<file path="config.mk">
export PLATFORM = sky130hd
export DESIGN_NAME = pixel_streamer
export DESIGN_NICKNAME = d
export VERILOG_FILES = /design/src/rtl/pixel_streamer.sv
export SDC_FILE = /design/constraint.sdc
export NUM_CORES = 1
export LEC_CHECK = 0
export CAP_MARGIN = 15
export CORE_MARGIN = 3
export CORE_UTILIZATION = 50
export DETAILED_ROUTE_END_ITERATION = 8
export GPL_ROUTABILITY_DRIVEN = 1
export PLACE_DENSITY_LB_ADDON = 0.25
export SLEW_MARGIN = 40
export SYNTH_ARGS = -nofsm -noshare
export SYNTH_HDL_FRONTEND = slang
export SYNTH_SLANG_ARGS = --single-unit
</file>
<file path="constraint.sdc">
create_clock -name clk -period 7.15 [get_ports clk]
set_clock_uncertainty 0.2 [all_clocks]
set_input_delay 1.0725 -clock clk [delete_from_list [all_inputs] [get_ports clk]]
set_output_delay 1.0725 -clock clk [all_outputs]
set_load 0.05 [all_outputs]
</file>
<file path="src/rtl/pixel_streamer.sv">
// Streams IMG_W x IMG_H pixels from an image RAM, FRAMES times, one strobe every GAP+1 cycles.
// Optional macro PIXEL_STREAMER_SYNC_EN adds o_sof/o_eol frame and line markers.
module pixel_streamer #(
  parameter int unsigned IMG_W  = 256,
  parameter int unsigned IMG_H  = 256,
  parameter int unsigned GAP    = 16,
  parameter int unsigned FRAMES = 3
) (
  input  logic        clk,
  input  logic        rstn,
  input  logic        start,
  input  logic        abort,
  output logic        mem_ren,
  output logic [15:0] mem_addr,
  input  logic [7:0]  mem_rdata,
  output logic        o_strb,
  output logic [7:0]  o_data,
  output logic        busy,
`ifdef PIXEL_STREAMER_SYNC_EN
  output logic        o_sof,
  output logic        o_eol,
`endif
  output logic        done
);

  localparam logic [15:0] ColLast   = 16'(IMG_W - 1);
  localparam logic [15:0] LineLast  = 16'(IMG_H - 1);
  localparam logic [7:0]  FrameLast = 8'(FRAMES - 1);
  localparam logic [7:0]  GapLast   = 8'(GAP - 3);

  typedef enum logic [2:0] {StIdle, StFetch, StLoad, StEmit, StGapw, StDone} state_e;

  state_e      state_q;
  logic [15:0] col_q, line_q, pix_q;
  logic [7:0]  frame_q, gap_q;

  logic        col_end, line_end, last_pix;
  logic [15:0] pix_next;

  always_comb begin
    col_end  = (col_q == ColLast);
    line_end = (line_q == LineLast);
    last_pix = col_end && line_end && (frame_q == FrameLast);
    // The flat index restarts at 0 with every new frame.
    pix_next = (col_end && line_end) ? 16'd0 : pix_q + 16'd1;
  end

  always_ff @(posedge clk or negedge rstn) begin
    if (!rstn) begin
      state_q  <= StIdle;
      col_q    <= '0;
      line_q   <= '0;
      pix_q    <= '0;
      frame_q  <= '0;
      gap_q    <= '0;
      mem_ren  <= 1'b0;
      mem_addr <= '0;
      o_strb   <= 1'b0;
      o_data   <= '0;
      busy     <= 1'b0;
      done     <= 1'b0;
`ifdef PIXEL_STREAMER_SYNC_EN
      o_sof    <= 1'b0;
      o_eol    <= 1'b0;
`endif
    end else if (abort && (state_q != StIdle)) begin
      state_q <= StIdle;
      mem_ren <= 1'b0;
      o_strb  <= 1'b0;
      busy    <= 1'b0;
      done    <= 1'b0;
`ifdef PIXEL_STREAMER_SYNC_EN
      o_sof   <= 1'b0;
      o_eol   <= 1'b0;
`endif
    end else begin
      unique case (state_q)
        StIdle: begin
          if (start && !abort) begin
            state_q  <= StFetch;
            col_q    <= '0;
            line_q   <= '0;
            pix_q    <= '0;
            frame_q  <= '0;
            mem_addr <= '0;
            mem_ren  <= 1'b1;
            busy     <= 1'b1;
          end
        end
        StFetch: begin
          mem_ren <= 1'b0;
          state_q <= StLoad;
        end
        StLoad: begin
          o_data  <= mem_rdata;
          o_strb  <= 1'b1;
`ifdef PIXEL_STREAMER_SYNC_EN
          o_sof   <= (pix_q == 16'd0);
          o_eol   <= col_end;
`endif
          state_q <= StEmit;
        end
        StEmit: begin
          o_strb <= 1'b0;
`ifdef PIXEL_STREAMER_SYNC_EN
          o_sof  <= 1'b0;
          o_eol  <= 1'b0;
`endif
          if (last_pix) begin
            state_q <= StDone;
            done    <= 1'b1;
            busy    <= 1'b0;
          end else begin
            pix_q <= pix_next;
            if (col_end) begin
              col_q <= '0;
              if (line_end) begin
                line_q  <= '0;
                frame_q <= frame_q + 8'd1;
              end else begin
                line_q <= line_q + 16'd1;
              end
            end else begin
              col_q <= col_q + 16'd1;
            end
            // With GAP=2 the wait phase is zero cycles long, so fetch right away.
            if (GAP > 2) begin
              state_q <= StGapw;
              gap_q   <= '0;
            end else begin
              state_q  <= StFetch;
              mem_ren  <= 1'b1;
              mem_addr <= pix_next;
            end
          end
        end
        StGapw: begin
          if (gap_q == GapLast) begin
            state_q  <= StFetch;
            mem_ren  <= 1'b1;
            mem_addr <= pix_q;
          end else begin
            gap_q <= gap_q + 8'd1;
          end
        end
        StDone: begin
          done    <= 1'b0;
          state_q <= StIdle;
        end
        default: state_q <= StIdle;
      endcase
    end
  end

endmodule

</file>
# [After elaboration in Yosys (flattened, before gate mapping)]
# Cells that the tools add are included.
# Widths: inputs -> output; s select.
[classes] add_sub_neg=5 mul=0 n_div=0 magnitude_cmp=0 eq_ne=18 n_shift=0 n_mux=38 bitwise=1 reduce_logical=24
[ops] op="$mux 16" count=9
[ops] op="$pmux 16 s2" count=4
[ops] op="$add 16x1->16 const B" count=3
[ops] op="$mux 8" count=6
[ops] op="$eq 16x8->1 const B" count=2
[ops] op="$pmux 8 s2" count=2
[ops] op="$add 8x1->8 const B" count=2
[ops] op="$pmux 3 s5" count=1
[ops] op="$ne 2x2->1 const B" count=6
[ops] op="$reduce_and 4->1" count=3
[ops] op="$reduce_bool 3->1" count=4
[ops] op="$mux 1" count=9
[ops] op="$mux 3" count=3
[ops] op="$ne 3x3->1 const B" count=3
[ops] op="$eq 8x2->1 const B" count=1
[ops] op="$eq 8x4->1 const B" count=1
[ops] op="$eq 3x2->1 const B" count=2
[ops] op="$eq 3x3->1 const B" count=2
[ops] op="$pmux 1 s2" count=3
[ops] op="$reduce_and 2->1" count=3
[ops] op="$reduce_and 3->1" count=2
[ops] op="$reduce_and 6->1" count=1
[ops] op="$reduce_bool 2->1" count=3
[ops] op="$reduce_and 5->1" count=1
[ops] op="other kinds (7)" count=10
[totals] reg_bits=95 latchBits=0 ramBits=0 mem_bits_ro=0 inputBits=12 out_inout_bits=28 word_cells=98 mem_count=0

# [Longest topological paths before layout]
# Gate-level depths: netlist of run 1.
[depth] depth_word=6 mapped_depth=9 ltp_nobuf=7

# [Least setup slack after synthesis of run 1]
# OpenSTA, ideal clock, no wires.
[synth_path] path_type="input to register" startpoint="input abort" endpoint="register col_q[15]" setup_time_ns=0.078 t_arrival_ns=2.554 required_ns=6.872 slack_ns=4.319 path_stages=7 n_path_buf=2 path_cell_list="clkbuf_1 -> nor2_1 -> o21a_1 -> o41ai_4 -> buf_6 -> or4_1 -> a21oi_1"
[synth_via] elab_chain_cells=4 word_cells_on_any_way=6 cone_classes="eq/ne (1); bitwise (1); reduce/logical (4)"
[synth_lines] item="start, declared" line_no="12" rtl="input logic abort,"
[synth_lines] item="$logic_not 1->1" line_no="79" rtl="if (start && !abort) begin"
[synth_lines] item="$logic_and 1x1->1" line_no="79"
[synth_lines] item="$ne 2x2->1 (no line)"
[synth_lines] item="$reduce_and 4->1 (no line) (*)"
[synth_lines] item="end signal, assigned" line_no="124" rtl="col_q <= col_q + 16'd1;"
[synth_lines] item="end, declared" line_no="34" rtl="logic [15:0] col_q, line_q, pix_q;"
# Every way passes the cells marked *; elsewhere a longest branch is shown, timed or not.
# A chain may end at the register's enable or synchronous reset.

# [Worst setup path after layout of run 1]
[layout_path] startpoint="input start" endpoint="register pix_q[10]"
[layout_via] elab_chain_cells=3
[layout_lines] item="start, declared" line_no="11" rtl="input logic start,"
[layout_lines] item="$logic_and 1x1->1" line_no="79"
[layout_lines] item="$ne 2x2->1 (no line)"
[layout_lines] item="$reduce_and 4->1 (no line)"
[layout_lines] item="end signal, assigned" line_no="114" rtl="pix_q <= pix_next;"
[layout_lines] item="end, declared" line_no="34"
# Every way passes these cells.

==> impl_metrics.csv, run 1 <==
group,metric,value,unit
outcome,run_status,"finished clean",
critical_path,cp.arrival,3390,ps
routing,wl,10340,um
yosys,synth_cells,542,
global_routing,globalRouteMet2Util,0.3179,
cts,ctsResizeCount,0,
cts,postCtsSetupRepairBufs,0,
global_routing,top_usage_layer,"met2",
yosys,synth_top_cell_area_share,0.4760,
critical_path,crit_start,"start",
cts,postCtsHoldBufs,0,
global_routing,grt_use_met3,0.04129,
power,power_density,241.8,nW/um2
floorplanning,core,9459,um2
sta,hold_viol,0,
global_routing,grt_usage,0.1910,
critical_path,critPathMaxFanout,62,
place,io_buffers,39,
yosys,async_reset_ff_frac,1.000,
floorplanning,initial_core_util,0.5280,
critical_path,crit_type,"in2reg",
global_routing,grt_pass1_wl,18050,um
critical_path,path_cells,"clkdlybuf4s50_1 > nor3b_1 > o21a_1 > o41ai_4 > buf_4 > or4_1 > a21oi_1",
routing,antenna_left,0,
critical_path,cp-end-kind,"flop",
yosys,synth_largest_area_cell,"dfrtp_1",
cts,cts_buffer_depth,2,
sta,final.min_clock_period,3314,ps
sta,fin_ws,3836,ps
sta,worstMarginPinSlew,857.3,ps
floorplanning,dieArea,11220,um2
place,hpwl,6921,um
critical_path,cpPeakStageDelay,560,ps
global_routing,gr-total-overflow,0,
sta,slew_viol_final,0,
hold_path,hold_path.class,"reg2reg",
cts,clkTransAtPathRegs,100,ps
global_routing,grt_pass1_vias,3927,
yosys,synthTopCellsByArea,"dfrtp_1 (48%), nand2_1 (5.6%), o21ai_0 (4.9%)",
yosys,ys_ff_latch,95,
yosys,synth_ff_type,"dfrtp_1",
cts,root_buffer,"clkbuf_8",
yosys,syn_nets,561,
cts,clkLatencyLatePin,360,ps
floorplanning,io_pins,40,
finish,diodes,0,
routing,dr.pass1.iters,5,
floorplanning,fp-row-count,35,
routing,drt_iter0_drc,232,
routing,drc_errors,0,
sta,final-setup-viol-count,0,
critical_path,critPathRequiredTime,7220,ps
global_routing,antenna_found_initial,0,
cts,cts_made_buffers,9,
place,routabilityCongestion,0.8358,
routing,routedWlPerCell,14.71,um
critical_path,reg2reg_from,"col_q[9]",
sta,fin_crit_sh,0.4634,
power,ir_drop,136.3,uV
run,cap_violations,0,
finish,layout_commonest_cell,"dfrtp_1",
cts,htree_levels,3,
yosys,syn_area_per_cell,9.215,um2
global_routing,grt_max_degree,75,
finish,post-route-util,0.5993,
yosys,yosysSeqAreaShare,0.4760,
finish,syn_to_final_growth,13.50,%
yosys,ys_types,57,
sta,max_freq,301.8,MHz
cts,cts_tree,"yes",
routing,avgViaCountPerCell,5.952,
floorplanning,die_w,105.9,um
finish,finalNetCount,588,
yosys,syn_area,4995,um2
global_routing,use_met1,0.2533,
yosys,synth_warnings,0,
sta,setup-tns-final,0,ps
hold_path,hp-start,"line_q[15]",
power,power_leakage,2.232,nW
sta,relSlewSlack,0.4278,
floorplanning,die_y,105.9,um
finish,final_cell_mix,"dfrtp_1 (95), nand2_1 (74), o21ai_0 (49)",
routing,vias,4184,
place,place_ws,3479,ps
critical_path,crit_path_top_delay_cell,"or4_1",
finish,drive_gt1_frac,0.08711,
sta,rsz0062_at_grt,"no",
cts,cts.sinks,95,
critical_path,start_kind,"input pin",
yosys,synth_edf_count,0,
## flip-flops by register name (all words and copies together) (netlist names)
signal	flops
col_q	16
line_q	16
mem_addr	16
pix_q	16
frame_q	8
gap_q	8
o_data	8
state_q	3
busy	1
done	1
mem_ren	1
o_strb	1
## kinds of logic (layout without fill, tap and decap cells)
| family | count (synthesis) | count (layout) | synth area share |
|---|---|---|---|
| xor+xnor | 6 | 6 | 0.01052 |
| simple gates | 227 | 227 | 0.2312 |
| mux | 12 | 12 | 0.02605 |
| fa+ha+maj | 7 | 7 | 0.01753 |
| compound gates | 151 | 151 | 0.1949 |
| buf+inv | 44 | 76 | 0.04384 |
| flops | 95 | 95 | 0.4760 |
## worst max-delay path: cells and delay by family
kind	cells	cell delay, ps
compound gates	3	560
simple gates	2	870
buf+inv	2	830
## layer usage
layer / vias to the layer above / wire length, um
li1: 2063 / -
met5: - / 0
met4: 0 / 126
met1: 2019 / 4766
met3: 12 / 421
met2: 90 / 5027
## area by class of cell
cell class / instances / area (um2)
clock inverters: 6 / 92.59
multi-input cells: 403 / 2417
inverters: 15 / 56.30
fillers: 858 / 3790
flip-flops and latches: 95 / 2377
well taps: 129 / 161.4
clock buffers: 10 / 127.6
repair buffers: 45 / 436.7
## final timing paths
kind | to | slack, ps | depth (start not counted)
setup / recovery | pix_q[10] | 3840 | 7
hold / removal | line_q[15] | 280 | 1
setup reg to reg | line_q[15] | 3880 | 6
hold reg to reg | line_q[15] | 280 | 1
max in group asynchronous | col_q[6] | 5410 | 2
min in group asynchronous | mem_addr[13] | 370 | 1
## stage by stage
step	hold WS (ps)	cell area (um2)	std cells	power [mW]
final	281.7	5669	703	1.371
after global routing	313.8	5669	703	1.438
after CTS	278.2	5669	703	1.386
after detailed placement	263.9	5449	687	0.9924
after global placement	258.6	5433	687	0.9834
after floorplan	243.3	4995	542	0.8841
## power breakdown
| group | internal (mW) | switching, mW | total, mW |
|---|---|---|---|
| registers | 0.583 | 0.0446 | 0.627 |
| clock network | 0.199 | 0.193 | 0.392 |
| logic | 0.121 | 0.229 | 0.351 |
| total | 0.903 | 0.467 | 1.37 |
## synthesized netlist by cell type (8+ instances only)
| cell | count |
|---|---|
| clkbuf_1 | 19 |
| o21ai_0 | 49 |
| mux2_2 | 8 |
| o31ai_1 | 28 |
| and3_1 | 10 |
| nor2_1 | 29 |
| or4_1 | 18 |
| nand2_1 | 74 |
| inv_1 | 15 |
| or3_1 | 12 |
| dfrtp_1 | 95 |
| nand3_1 | 27 |
| nand4_1 | 13 |
| nor3_1 | 21 |
| a21oi_1 | 31 |
Power figures use the tool's default switching activity.
==> run 2: changes to the inputs <==
clock period = 3.1 ns   (was 7.15 ns; I/O delays follow)
==> impl_metrics.csv, run 2 (same netlist as run 1, synthesis figures left out) <==
group,metric,value,unit
routing,wl,10700,um
critical_path,crit_type,"reg2reg",
place,hpwl,7517,um
cts,cts_made_buffers,9,
floorplanning,fp-row-count,35,
power,p_int,1.958,mW
critical_path,reg2reg_from,"line_q[13]",
routing,vias,4240,
global_routing,gr-total-overflow,0,
power,pwr-share-seq,0.467,
critical_path,cpPeakStageDelay,630,ps
global_routing,grt_pass1_vias,4093,
routing,dr.pass1.iters,4,
sta,final.min_clock_period,2966,ps
critical_path,crit_top_cell,"or4_1",
critical_path,path_cells,"or4_1 > or4_1 > o41ai_4 > buf_4 > buf_12 > nor2_2 > a31oi_1",
critical_path,r2r_setup_slack,130,ps
floorplanning,die_y,105.9,um
sta,slew_viol_final,0,
critical_path,cp-end-kind,"flop",
finish,diodes,0,
global_routing,grt_usage,0.1966,
power,combPwrFrac,0.285,
power,p_clk_frac,0.249,
finish,final_cells,728,
finish,post-route-util,0.6181,
finish,drive_gt1_frac,0.1219,
critical_path,crit_path_top_delay_cell,"or4_1",
sta,hold_viol,0,
sta,fin_ws,134.3,ps
sta,final-setup-viol-count,0,
place,dp_cells,710,
floorplanning,die_w,105.9,um
critical_path,critPathMaxFanout,39,
floorplanning,initial_core_util,0.5280,
cts,root_buffer,"clkbuf_8",
power,p_sw,1.108,mW
place,io_buffers,39,
hold_path,min_path_cells,2,
finish,nFillCells,822,
place,place_ws,71.67,ps
outcome,run_status,"finished clean",
floorplanning,dieArea,11220,um2
power,ir_drop,448.4,uV
cts,cts_buffer_depth,2,
critical_path,start_kind,"flop",
power,power_density,524.3,nW/um2
sta,worstMarginPinSlew,618.6,ps
finish,syn_to_final_growth,17.06,%
hold_path,whs_endpoint,"mem_addr[0]",
critical_path,cp.arrival,3060,ps
power,power_leakage,2.345,nW
global_routing,grt_pass1_wl,18490,um
global_routing,antenna_found_initial,0,
routing,antenna_left,0,
place,routabilityCongestion,0.8803,
run,cap_violations,0,
cts,clkTransAtPathRegs,100,ps
floorplanning,io_pins,40,
critical_path,critPathRequiredTime,3190,ps
power,swShare,0.3615,
finish,finalNetCount,613,
cts,htree_levels,3,
cts,cts_tree,"yes",
finish,final_cell_mix,"dfrtp_1 (95), nand2_1 (74), o21ai_0 (49)",
sta,relSlewSlack,0.5838,
sta,fin_crit_sh,0.9567,
routing,avgViaCountPerCell,5.824,
hold_path,hold_path.class,"reg2reg",
sta,setup-tns-final,0,ps
finish,layout_commonest_cell,"dfrtp_1",
sta,whs,284.6,ps
global_routing,grt_max_degree,49,
sta,rsz0062_at_grt,"no",
critical_path,rr_endpoint,"line_q[15]",
routing,drc_errors,0,
cts,clkLatencyLatePin,370,ps
cts,cts.sinks,95,
critical_path,r2r.worst_path.cells,7,
routing,drt_iter0_drc,257,
routing,routedWlPerCell,14.69,um
hold_path,hp-start,"mem_addr[0]",
sta,max_freq,337.2,MHz
floorplanning,core,9459,um2
[run 2: cell count changes in the layout (fill, tap and decap cells not counted), sizes merged]
cell	delta
buf	+24
clkinv	+1
bufinv	-2
clkbuf	-1
dlygate4sd3	+1
clkinvlp	+2
[run 2: final cells by class]
cell class / count / area, um2 / share of cell area
Clock buffer: 9 / 123.9 / 0.02119
Timing Repair Buffer: 70 / 660.6 / 0.1130
Clock inverter: 7 / 58.81 / 0.01006
Inverter: 15 / 56.30 / 0.009630
Sequential cell: 95 / 2377 / 0.4066
Tap cell: 129 / 161.4 / 0.02761
Multi-Input combinational cell: 403 / 2409 / 0.4119
[run 2: what timing repair did]
item	4_1_cts	5_1_grt
setup endpoints to repair	0	15
endpoints found under the hold margin	47	0
hold buffers	1	0
setup buffers	0	1
resized for setup	0	1
[run 2: how the worst max path moves through the flow]
stage               startpoint          to  slack, ps
floorplan             col_q[9]    col_q[6]        280
global placement      col_q[9]  line_q[15]        150
detailed placement    col_q[9]  line_q[15]         70
CTS                   col_q[9]  line_q[15]         50
global route        line_q[13]   line_q[3]          6
finish              line_q[13]  line_q[15]        130
[run 2: metal layers]
metal | wire [um] | vias to the layer above | global-route usage
li1 | - | 2113 | -
met3 | 346 | 12 | 0.03339
met1 | 4932 | 2042 | 0.2579
met5 | 0 | - | 0
met2 | 5264 | 73 | 0.3329
met4 | 150 | 0 | 0.06383
[run 2: power by group through the flow]
| stage | clock, mW | sequential, mW | combinational, mW |
|---|---|---|---|
| after floorplan | 0 | 1.71 | 0.331 |
| final | 0.763 | 1.43 | 0.872 |
| after global routing | 0.823 | 1.45 | 0.934 |
| after detailed placement | 0 | 1.46 | 0.874 |
| after CTS | 0.780 | 1.43 | 0.877 |
| after global placement | 0 | 1.45 | 0.856 |
[run 2: critical path: cells and delay by family (launching register included)]
family | cells | cell delay (ps)
AO/OA/AOI/OAI | 2 | 550
buffers and inverters | 2 | 380
flip-flops | 1 | 430
AND/OR/NAND/NOR | 3 | 1310
[run 2: stage by stage]
stage	area, um2	total power [mW]
CTS	5836	3.088
finish	5847	3.066
global route	5847	3.211
detailed placement	5643	2.330
floorplan	4995	2.039
global placement	5643	2.307
